===== src/rtl/gs_div_pkg.sv =====
// Shared constants and state encoding for the Goldschmidt divider request sequencer.
package gs_div_pkg;

    localparam int I_BITS = 32;
    localparam int F_BITS = 40;
    localparam int T_BITS = I_BITS + F_BITS;

    // 1.0 in Q32.40
    localparam logic [T_BITS-1:0] ONE_FX = {{(I_BITS-1){1'b0}}, 1'b1, {F_BITS{1'b0}}};
    // Saturated quotient returned for a divide-by-zero
    localparam logic [T_BITS-1:0] Q_SAT  = {T_BITS{1'b1}};

    typedef enum logic [2:0] {
        ST_IDLE    = 3'd0,
        ST_ZERO    = 3'd1,
        ST_LAUNCH  = 3'd2,
        ST_WAIT    = 3'd3,
        ST_DELIVER = 3'd4
    } state_t;

endpackage


===== src/rtl/gs_rsp_reg.sv =====
// One-deep valid/ready holding register for quotient, tag and error flag.
module gs_rsp_reg
    import gs_div_pkg::*;
#(
    parameter int TAG_W = 4
) (
    input  logic              clk,
    input  logic              rst,
    input  logic              load_i,
    input  logic [T_BITS-1:0] q_i,
    input  logic [TAG_W-1:0]  tag_i,
    input  logic              err_i,
    input  logic              ready_i,
    output logic              canLoad_o,
    output logic              valid_o,
    output logic [T_BITS-1:0] q_o,
    output logic [TAG_W-1:0]  tag_o,
    output logic              err_o
);

    logic              valid_q;
    logic [T_BITS-1:0] q_q;
    logic [TAG_W-1:0]  tag_q;
    logic              err_q;

    assign canLoad_o = !valid_q || ready_i;
    assign valid_o   = valid_q;
    assign q_o       = q_q;
    assign tag_o     = tag_q;
    assign err_o     = err_q;

    // Hold the response until consumed; a load in the draining cycle replaces it seamlessly.
    always_ff @(posedge clk) begin
        if (rst) begin
            valid_q <= 1'b0;
            q_q     <= '0;
            tag_q   <= '0;
            err_q   <= 1'b0;
        end else if (load_i && canLoad_o) begin
            valid_q <= 1'b1;
            q_q     <= q_i;
            tag_q   <= tag_i;
            err_q   <= err_i;
        end else if (ready_i) begin
            valid_q <= 1'b0;
        end
    end

endmodule


===== src/rtl/gs_div_ctrl.sv =====
// Request sequencer in front of the Goldschmidt divider: screens D==0,
// launches the divider by pulsing its reset, waits for done or timeout,
// and hands the result to a one-deep response register.
module gs_div_ctrl
    import gs_div_pkg::*;
#(
    parameter int TAG_W   = 4,
    parameter int RST_CYC = 2,
    parameter int MAX_CYC = 16
) (
    input  logic              clk,
    input  logic              rst,
    input  logic              req_valid,
    output logic              req_ready,
    input  logic [T_BITS-1:0] req_n,
    input  logic [T_BITS-1:0] req_d,
    input  logic [TAG_W-1:0]  req_tag,
    output logic              div_rst,
    output logic [T_BITS-1:0] div_n,
    output logic [T_BITS-1:0] div_d,
    input  logic [T_BITS-1:0] div_q,
    input  logic              div_done,
    output logic              rsp_valid,
    input  logic              rsp_ready,
    output logic [T_BITS-1:0] rsp_q,
    output logic [TAG_W-1:0]  rsp_tag,
    output logic              rsp_err
);

    localparam int CNT_W = $clog2(MAX_CYC + RST_CYC + 1);

    state_t            state_q, state_d;
    logic [T_BITS-1:0] divN_q, divD_q;
    logic [T_BITS-1:0] resQ_q, resQ_d;
    logic              resErr_q, resErr_d;
    logic [TAG_W-1:0]  tag_q;
    logic [CNT_W-1:0]  cnt_q, cnt_d;
    logic              accept;
    logic              launchDone;
    logic              timeout;
    logic              rspCanLoad;
    logic              rspLoad;

    assign accept     = req_valid && req_ready;
    assign launchDone = (cnt_q == CNT_W'(RST_CYC - 1));
    assign timeout    = (cnt_q == CNT_W'(MAX_CYC));
    assign div_n      = divN_q;
    assign div_d      = divD_q;

    // State register; reset abandons any launch in progress.
    always_ff @(posedge clk) begin
        if (rst) begin
            state_q <= ST_IDLE;
        end else begin
            state_q <= state_d;
        end
    end

    // Next-state sequencing; done takes priority over a coincident timeout.
    always_comb begin
        state_d = state_q;
        case (state_q)
            ST_IDLE:    if (accept) state_d = (req_d == '0) ? ST_ZERO : ST_LAUNCH;
            ST_ZERO:    state_d = ST_DELIVER;
            ST_LAUNCH:  if (launchDone) state_d = ST_WAIT;
            ST_WAIT:    if (div_done || timeout) state_d = ST_DELIVER;
            ST_DELIVER: if (rspCanLoad) state_d = ST_IDLE;
            default:    state_d = ST_IDLE;
        endcase
    end

    // Outputs: divider parked in reset except while running or while a result waits to be taken.
    always_comb begin
        req_ready = 1'b0;
        div_rst   = 1'b1;
        rspLoad   = 1'b0;
        if (!rst) begin
            case (state_q)
                ST_IDLE:    req_ready = 1'b1;
                ST_WAIT:    div_rst   = 1'b0;
                ST_DELIVER: begin
                    div_rst = rspCanLoad;
                    rspLoad = rspCanLoad;
                end
                default:    ;
            endcase
        end
    end

    // Cycle counter and pending result; counter times the launch pulse, then the wait for done.
    always_comb begin
        cnt_d    = cnt_q;
        resQ_d   = resQ_q;
        resErr_d = resErr_q;
        case (state_q)
            ST_IDLE:   cnt_d = '0;
            ST_ZERO: begin
                resQ_d   = Q_SAT;
                resErr_d = 1'b1;
            end
            ST_LAUNCH: cnt_d = launchDone ? '0 : cnt_q + CNT_W'(1);
            ST_WAIT: begin
                cnt_d = cnt_q + CNT_W'(1);
                if (div_done) begin
                    resQ_d   = div_q;
                    resErr_d = 1'b0;
                end else if (timeout) begin
                    resQ_d   = '0;
                    resErr_d = 1'b1;
                end
            end
            default:   ;
        endcase
    end

    // Operand, tag and result registers; operands stay put for the whole launch.
    always_ff @(posedge clk) begin
        if (rst) begin
            divN_q   <= '0;
            divD_q   <= '0;
            tag_q    <= '0;
            resQ_q   <= '0;
            resErr_q <= 1'b0;
            cnt_q    <= '0;
        end else begin
            if (accept) begin
                divN_q <= req_n;
                divD_q <= req_d;
                tag_q  <= req_tag;
            end
            resQ_q   <= resQ_d;
            resErr_q <= resErr_d;
            cnt_q    <= cnt_d;
        end
    end

    gs_rsp_reg #(
        .TAG_W (TAG_W)
    ) uRspReg (
        .clk       (clk),
        .rst       (rst),
        .load_i    (rspLoad),
        .q_i       (resQ_q),
        .tag_i     (tag_q),
        .err_i     (resErr_q),
        .ready_i   (rsp_ready),
        .canLoad_o (rspCanLoad),
        .valid_o   (rsp_valid),
        .q_o       (rsp_q),
        .tag_o     (rsp_tag),
        .err_o     (rsp_err)
    );

endmodule


===== config.mk =====
export PLATFORM = sky130hd
export DESIGN_NAME = gs_div_ctrl
export DESIGN_NICKNAME = d
export VERILOG_FILES = /design/src/rtl/gs_div_pkg.sv /design/src/rtl/gs_rsp_reg.sv /design/src/rtl/gs_div_ctrl.sv
export SDC_FILE = /design/constraint.sdc
export NUM_CORES = 1
export LEC_CHECK = 0
export CAP_MARGIN = 5
export CORE_MARGIN = 5
export CORE_UTILIZATION = 41
export CTS_BUF_LIST = sky130_fd_sc_hd__clkbuf_2
export CTS_CLUSTER_DIAMETER = 100
export DETAILED_ROUTE_END_ITERATION = 10
export PLACE_DENSITY = 0.85
export SYNTH_ARGS = -nofsm -noshare
export SYNTH_HDL_FRONTEND = slang
export SYNTH_SLANG_ARGS = --single-unit

===== constraint.sdc =====
create_clock -name clk -period 1.65 [get_ports clk]
set_clock_uncertainty 0.1 [all_clocks]
set_input_delay 0.2475 -clock clk [delete_from_list [all_inputs] [get_ports clk]]
set_output_delay 0.2475 -clock clk [all_outputs]
set_load 0.1 [all_outputs]

==> run summary, run 1 <==
DIE WIDTH -> 178.4 um
num rows -> 61
placed insts -> 2219
most frequent cell after synthesis -> nand2_1
chip height -> 178.4 um
Post-DP Area -> 19730 um^2
Syn. warnings -> 0
Mean Syn Cell Area -> 8.300 um^2
Yosys reg bits -> 307
worst_ep kind -> top-level output
CTS root buf -> clkbuf_2
CTS HTree Levels -> 3
Setup WS pre-CTS -> -0.4831 ns
All-Layer GR Usage -> 87.33%
largest net degree at the start of global routing -> 110
status -> did not finish
Overflow after GRT -> 767
I/O pin cnt -> 449
register area share after synthesis -> 52.85%
DPL Wire Length -> 33980 um
Failed at -> global routing (5_1_grt)
Yosys top cell area share -> 52.85%
top cells by area, synth -> dfxtp_1 53%, nand2_1 15%, a21oi_1 6.5%, a211oi_2 6.5%, nand3_1 6.4%
number of synthesized flops with an enable pin -> 0
synthesized area -> 11630 um^2
syn nets -> 1629
IO Port Bufs -> 448
Inserted Clock Buffers -> 79
worst setup endpoint GRT -> div_rst
Log Error -> [ERROR GRT-0232] Routing congestion too high. Check the congestion heatmap in the GUI.
Num Clock Sinks -> 307
library cells used by synthesis -> 39
routability cong. -> 0.9257
Syn Inst Count -> 1401
dominant cell type by area after synthesis -> dfxtp_1
commonest cells in the netlist -> 458 x nand2_1, 307 x dfxtp_1, 152 x a21oi_1
ys async rst share -> 0%
CTS max path bufs -> 3
Starting Density -> 41.74%
main flop type after synthesis -> dfxtp_1
[routing by layer]
| layer | track usage [%] | GRT overflow |
|---|---|---|
| met1 | 81.75 | 4 |
| met2 | 104.4 | 473 |
| met3 | 73.61 | 9 |
| met4 | 99.65 | 279 |
| met5 | 23.56 | 2 |
[through the flow]
stage	hold slack, ns	TNS [ns]
CTS	-0.01702	-70.00
detailed placement	0.3463	-30.51
global placement	0.3410	-21.14
floorplan	0.2465	-112.33
[logic make-up after synthesis]
family                     share of synthesized area (%)
and+or+nand+nor                                    26.24
DFF                                                52.85
AOI/OAI and AO/OA                                  14.47
buffers and inverters                              5.810
xor gates and xnor gates                          0.3012
adders and majority gates                         0.3228
[what timing repair did]
| action | 4_1_cts |
|---|---|
| hold endpoints to repair | 209 |
| pin swaps | 25 |
| gates resized for setup | 338 |
| hold buffers | 181 |
| gates cloned | 28 |
| endpoints found under the setup margin | 389 |
| buffers inserted | 70 |
==> run 2, diff against run 1 <==
--- a/config.mk
+++ b/config.mk
@@ -7,11 +7,9 @@
 export LEC_CHECK = 0
 export CAP_MARGIN = 5
 export CORE_MARGIN = 5
-export CORE_UTILIZATION = 41
-export CTS_BUF_LIST = sky130_fd_sc_hd__clkbuf_2
-export CTS_CLUSTER_DIAMETER = 100
+export CORE_UTILIZATION = 26
 export DETAILED_ROUTE_END_ITERATION = 10
-export PLACE_DENSITY = 0.85
+export PLACE_DENSITY_LB_ADDON = 0.15
 export SYNTH_ARGS = -nofsm -noshare
 export SYNTH_HDL_FRONTEND = slang
 export SYNTH_SLANG_ARGS = --single-unit
==> constraint.sdc (replaced) <==
create_clock -name clk -period 2.15 [get_ports clk]
set_clock_uncertainty 0.1 [all_clocks]
set_input_delay 0.3225 -clock clk [delete_from_list [all_inputs] [get_ports clk]]
set_output_delay 0.3225 -clock clk [all_outputs]
set_load 0.1 [all_outputs]
==> run summary, run 2 <==
share of cells above drive strength 1 -> 21.75%
Starting Density -> 26.30% (was 41.74%)
critical path class -> flop to output port
num rows -> 77 (was 61)
commonest non-fill, non-tap cell in the layout -> nand2_1
leakage -> 0.007298 uW
DIE WIDTH -> 221.5 um (was 178.4 um)
Sw Pwr -> 4668 uW
Pwr per Cell Area -> 882.8 nW/um^2
CP Buf/Inv Count -> 3
vias in the first global route -> 11.08k
I/O pin cnt -> 449 (unchanged)
Num Clock Sinks -> 307 (unchanged)
IO Port Bufs -> 448 (unchanged)
commonest cells in the netlist -> 458 x nand2_1, 307 x dfxtp_1, 152 x a21oi_1 (unchanged)
cts hold-fix bufs -> 0 (was 181)
routability cong. -> 0.8420 (was 0.9257)
CTS max path bufs -> 3 (unchanged)
Final nets -> 2042
Worst Path Arrival -> 1.64 ns
CP Data Required Time -> 1.73 ns
crit path time final -> 2.061 ns
DRC viols -> 0
Floorplan Core Area -> 44220 um^2
Final Hold Fails -> 0
via count -> 10.98k
largest net degree at the start of global routing -> 120
synthesized area -> 11630 um^2 (unchanged)
All-Layer GR Usage -> 16.32%
Reg clk slew, reported paths -> 0.06 ns
fin. max-slew vios -> 0
chip height -> 221.5 um (was 178.4 um)
first-pass iteration count of the detailed router -> 4
syn nets -> 1629 (unchanged)
CTS tree -> done
initial antenna violation count -> 5
f_max -> 0.4853 GHz
commonest non-fill, non-tap cells in the layout -> 455 x nand2_1, 303 x dfxtp_1, 248 x buf_4
Overflow after GRT -> 0
DPL Wire Length -> 29440 um (was 33980 um)
Final Util -> 39.69%
Comb pwr share -> 18.0%
VDD IR max -> 0.5958 mV
ys async rst share -> 0% (unchanged)
HP Class -> input port to flop
slew margin rel. -> 54.36%
top cells by area, synth -> dfxtp_1 53%, nand2_1 15%, a21oi_1 6.5%, a211oi_2 6.5%, nand3_1 6.4% (unchanged)
library cells used by synthesis -> 39 (unchanged)
CTS HTree Levels -> 2 (was 3)
number of synthesized flops with an enable pin -> 0 (unchanged)
RSZ-0062 raised after global routing -> true
critical path's largest stage delay -> 0.37 ns
clock share of power -> 43.1%
first-pass GRT wire length -> 64950 um
max-cap viol count -> 0
Starting DRT DRC Count -> 614
worst hold slack -> 0.1728 ns
Mean Syn Cell Area -> 8.300 um^2 (unchanged)
CTS root buf -> clkbuf_16 (was clkbuf_2)
routed wire length -> 42110 um
Yosys reg bits -> 307 (unchanged)
routed vias/inst -> 4.498
Crit-path slowest cell -> dfxtp_4
Detail Route Antenna Nets -> 0
main flop type after synthesis -> dfxtp_1 (unchanged)
Syn Inst Count -> 1401 (unchanged)
worst-path cell chain -> buf_4, nor4_4, buf_4, buf_12
final setup fails -> 0
period utilisation layout -> 95.84%
crit path capture type -> output port
most frequent cell after synthesis -> nand2_1 (unchanged)
dominant cell type by area after synthesis -> dfxtp_1 (unchanged)
critical path launch point type -> flop
Routed WL per cell -> 17.26 um
status -> finished, final reports clean (was did not finish)
register area share after synthesis -> 52.85% (unchanged)
P&R area growth vs syn -> 50.93%
Pint -> 10830 uW
sw frac -> 30.13%
Inserted Clock Buffers -> 39 (was 79)
Crit path top cell by count -> buf_4
CP max FO -> 3
cell family with most CP delay -> buffers and inverters
worst slew pin tran -> 0.6846 ns
Yosys top cell area share -> 52.85% (unchanged)
clock latency on the worst-skew pair -> 0.55 ns
Seq pwr share -> 38.9%
Syn. warnings -> 0 (unchanged)
Die ar. -> 49060 um^2
-- run 2: worst paths after layout --
kind                            slack, ns  cells past startpoint               to  startpoint
worst max-delay path                 0.09                      4        req_ready  state_q[1]
worst min-delay path                 0.17                      3         resErr_q    div_done
worst max register to register       0.19                      8       resQ_q[48]    cnt_q[1]
worst min register to register       0.35                      2  uRspReg.q_o[35]  resQ_q[35]
-- run 2: metrics by stage --
stage	power (uW)	setup TNS [ns]	area, um^2	cells	worst slack [ns]
5_1_grt	16150	-0.05029	17540	2437	-0.05029
6_report	15490	0	17550	2440	0.08941
3_5_place_dp	8950	0	16150	2358	0.09411
2_1_floorplan	7993	-34.24	11720	1401	-0.2609
4_1_cts	15770	-0.01380	17530	2435	-0.01380
3_3_place_gp	8940	0	16150	2358	0.1399
-- run 2: power groups by stage --
stage	clock (uW)	sequential, uW	combinational (uW)
6_report	6680	6030	2780
5_1_grt	7190	6060	2900
4_1_cts	6930	6030	2810
3_5_place_dp	0	6150	2800
3_3_place_gp	0	6150	2790
2_1_floorplan	0	7520	473
-- run 2: layout make-up --
cell class	count	area, um^2
flip-flops and latches	307	6156
diodes	4	10.01
inverters	8	32.53
well taps	592	740.7
multi-input cells	968	4841
clock inverters	8	132.6
fillers	4505	26670
repair buffers	490	4452
clock buffers	63	1186
-- run 2: what timing repair did --
action,4_1_cts,5_1_grt
endpoints found under the hold margin,0,0
setup endpoints to repair,1,3
buffers inserted,6,1
resized for setup,5,1
pin swaps,3,2
-- run 2: logic make-up (layout without fill, tap and decap cells) --
kind of cell	Yosys count	in the layout	share of synthesized area, %
AOI/OAI and AO/OA	234	234	14.47
DFF	307	307	52.85
adders and majority gates	3	3	0.3228
other	0	4	0
buffers and inverters	126	569	5.810
xor gates and xnor gates	4	4	0.3012
and+or+nand+nor	727	727	26.24
-- run 2: layer usage --
| layer | up-vias | GRT usage [%] | wire length (um) |
|---|---|---|---|
| li1 | 5516 | - | - |
| met1 | 5075 | 19.58 | 17720 |
| met2 | 301 | 27.60 | 20100 |
| met3 | 79 | 5.036 | 2906 |
| met4 | 4 | 6.065 | 1358 |
| met5 | - | 0 | 21 |
-- run 2: worst register-to-register path, stage by stage, from the launching register on --
cell and delay, ns:
dfxtp_1 0.34, inv_1 0.09, ha_1 0.14, nand4bb_1 0.20, a311oi_4 0.30, buf_12 0.20
buf_12 0.21, nor2_1 0.09, a211oi_2 0.20
(Power assumes the default switching activity.)
==> run 3, diff against run 2 <==
--- a/config.mk
+++ b/config.mk
@@ -7,7 +7,7 @@
 export LEC_CHECK = 0
 export CAP_MARGIN = 5
 export CORE_MARGIN = 5
-export CORE_UTILIZATION = 26
+export CORE_UTILIZATION = 44
 export DETAILED_ROUTE_END_ITERATION = 10
 export PLACE_DENSITY_LB_ADDON = 0.15
 export SYNTH_ARGS = -nofsm -noshare
==> run summary, run 3 (same netlist as run 2, synthesis figures left out) <==
met3 Use GR -> 7.948% (was 5.036%)
initial antenna violation count -> 5 (unchanged)
CP max FO -> 9 (was 3)
most used routing layer -> met2 (unchanged)
routability cong. -> 0.9204 (was 0.8420)
share of cells above drive strength 1 -> 21.61% (was 21.75%)
multi-input logic area -> 4846 um^2 (was 4841 um^2)
VDD IR max -> 0.7357 mV (was 0.5958 mV)
commonest non-fill, non-tap cell in the layout -> nand2_1 (unchanged)
reg2reg end -> resQ_q[0] (was resQ_q[48])
max-cap viol count -> 0 (unchanged)
crit path from -> state_q[0] (was state_q[1])
via count -> 11.24k (was 10.98k)
cts hold-fix bufs -> 0 (unchanged)
grt met1 use -> 28.79% (was 19.58%)
first-pass iteration count of the detailed router -> 5 (was 4)
Detail Route Antenna Nets -> 0 (unchanged)
critical path class -> flop to output port (unchanged)
fillers -> 2172 (was 4505)
DPL Wire Length -> 27700 um (was 29440 um)
Worst Path Arrival -> 1.65 ns (was 1.64 ns)
CTS tree -> done (unchanged)
All-Layer GR Usage -> 24.29% (was 16.32%)
worst slew pin tran -> 0.8403 ns (was 0.6846 ns)
CTS max path bufs -> 3 (unchanged)
Overflow after GRT -> 0 (unchanged)
status -> finished, final reports clean (unchanged)
largest net degree at the start of global routing -> 154 (was 120)
CP endpoint -> div_rst (was req_ready)
CTS root buf -> clkbuf_16 (unchanged)
Starting DRT DRC Count -> 681 (was 614)
slew margin rel. -> 43.98% (was 54.36%)
CP Data Required Time -> 1.73 ns (about the same)
first-pass GRT wire length -> 59820 um (was 64950 um)
Register-to-Register Setup Slack -> 0.21 ns (was 0.19 ns)
flip-flop and latch area -> 6153 um^2 (was 6156 um^2)
Floorplan Core Area -> 26060 um^2 (was 44220 um^2)
IO Port Bufs -> 448 (unchanged)
f_max -> 0.4824 GHz (was 0.4853 GHz)
P&R area growth vs syn -> 47.79% (was 50.93%)
final setup fails -> 0 (unchanged)
fin area -> 17190 um^2 (was 17550 um^2)
Post-DP Area -> 15980 um^2 (was 16150 um^2)
Die ar. -> 29780 um^2 (was 49060 um^2)
Num Clock Sinks -> 307 (unchanged)
Final nets -> 2040 (was 2042)
Worst R2R Path Depth -> 8 (unchanged)
num rows -> 59 (was 77)
leakage -> 0.007269 uW (was 0.007298 uW)
Routed WL per cell -> 17.89 um (was 17.26 um)
chip height -> 172.6 um (was 221.5 um)
crit path capture type -> output port (unchanged)
DRC viols -> 0 (unchanged)
Inserted Clock Buffers -> 34 (was 39)
CTS HTree Levels -> 2 (unchanged)
I/O pin cnt -> 449 (unchanged)
clock latency on the worst-skew pair -> 0.50 ns (was 0.55 ns)
routed vias/inst -> 5.164 (was 4.498)
period utilisation layout -> 96.41% (was 95.84%)
fin. max-slew vios -> 0 (unchanged)
commonest non-fill, non-tap cells in the layout -> 455 x nand2_1, 303 x dfxtp_1, 241 x buf_4 (was 455 x nand2_1, 303 x dfxtp_1, 248 x buf_4)
HP Class -> input port to flop (unchanged)
routed wire length -> 38940 um (was 42110 um)
Pwr per Cell Area -> 844.9 nW/um^2 (was 882.8 nW/um^2)
Reg clk slew, reported paths -> 0.06 ns (about the same)
crit path time final -> 2.073 ns (was 2.061 ns)
Starting Density -> 44.62% (was 26.30%)
r2r startpoint -> cnt_q[0] (was cnt_q[1])
vias in the first global route -> 10.88k (was 11.08k)
Final Hold Fails -> 0 (unchanged)
RSZ-0062 raised after global routing -> true (unchanged)
DIE WIDTH -> 172.6 um (was 221.5 um)
Final Util -> 65.95% (was 39.69%)
met2 Usage GRT -> 40.27% (was 27.60%)
critical path launch point type -> flop (unchanged)
run 3: cell count changes in the layout (fill, tap and decap cells not counted), sizes merged:
cell    change
diode       +1
inv         -3
bufinv      -2
clkbuf     -11
buf         +2
clkinv      +7
run 3: per-stage QoR:
| stage | cells | hold WS, ns | power (uW) | worst slack (ns) | TNS, ns |
|---|---|---|---|---|---|
| 3_3_place_gp | 2104 | 0.3378 | 8917 | 0.1167 | 0 |
| 2_1_floorplan | 1401 | 0.3215 | 7993 | -0.2609 | -34.24 |
| 6_report | 2177 | 0.1303 | 14520 | 0.07724 | 0 |
| 3_5_place_dp | 2104 | 0.3428 | 8938 | 0.09541 | 0 |
| 4_1_cts | 2168 | 0.1190 | 14670 | 0.02754 | 0 |
| 5_1_grt | 2177 | 0.1322 | 15020 | -0.03769 | -0.03769 |
run 3: how the worst min path moves through the flow:
stage,depth (start not counted),slack [ns],end,startpoint
2_1_floorplan,2,0.32,div_n[10],req_n[10]
3_3_place_gp,2,0.34,uRspReg.q_o[67],resQ_q[67]
3_5_place_dp,2,0.34,uRspReg.q_o[63],resQ_q[63]
4_1_cts,3,0.12,resErr_q,rst
5_1_grt,3,0.13,resErr_q,rst
6_report,3,0.13,resErr_q,rst
run 3: timing repair:
item | CTS | global route
endpoints found under the setup margin | 1 | 14
endpoints found under the hold margin | 0 | 0
gates resized for setup | 4 | 0
pin swaps | 1 | 2
setup buffers | 3 | 3
gates cloned | 0 | 1
run 3: final cells by class:
type                       instances  share of cell area (%)
multi-input combinational        968                   28.20
tap                              335                   2.439
clock buffer                      51                   5.984
inverter                           8                  0.1893
antenna                            5                 0.07280
sequential                       307                   35.80
clock inverter                    10                  0.4732
timing repair buffer             493                   26.84
run 3: report_power, final:
part	switching, uW	internal [uW]
sequential	123	5910
combinational	2000	784
clock	2270	3440
run 3: worst max-delay path, stage by stage (launching register included):
cell      delay [ns]
dfxtp_2         0.39
nor3b_4         0.21
nand3b_1        0.17
nand2_1         0.12
nand2_2         0.07
buf_12          0.17
run 3: layer usage:
metal	vias to the layer above	wire length (um)
met4	0	1727
met3	90	3238
li1	5513	-
met1	5221	15470
met5	-	0
met2	418	18510
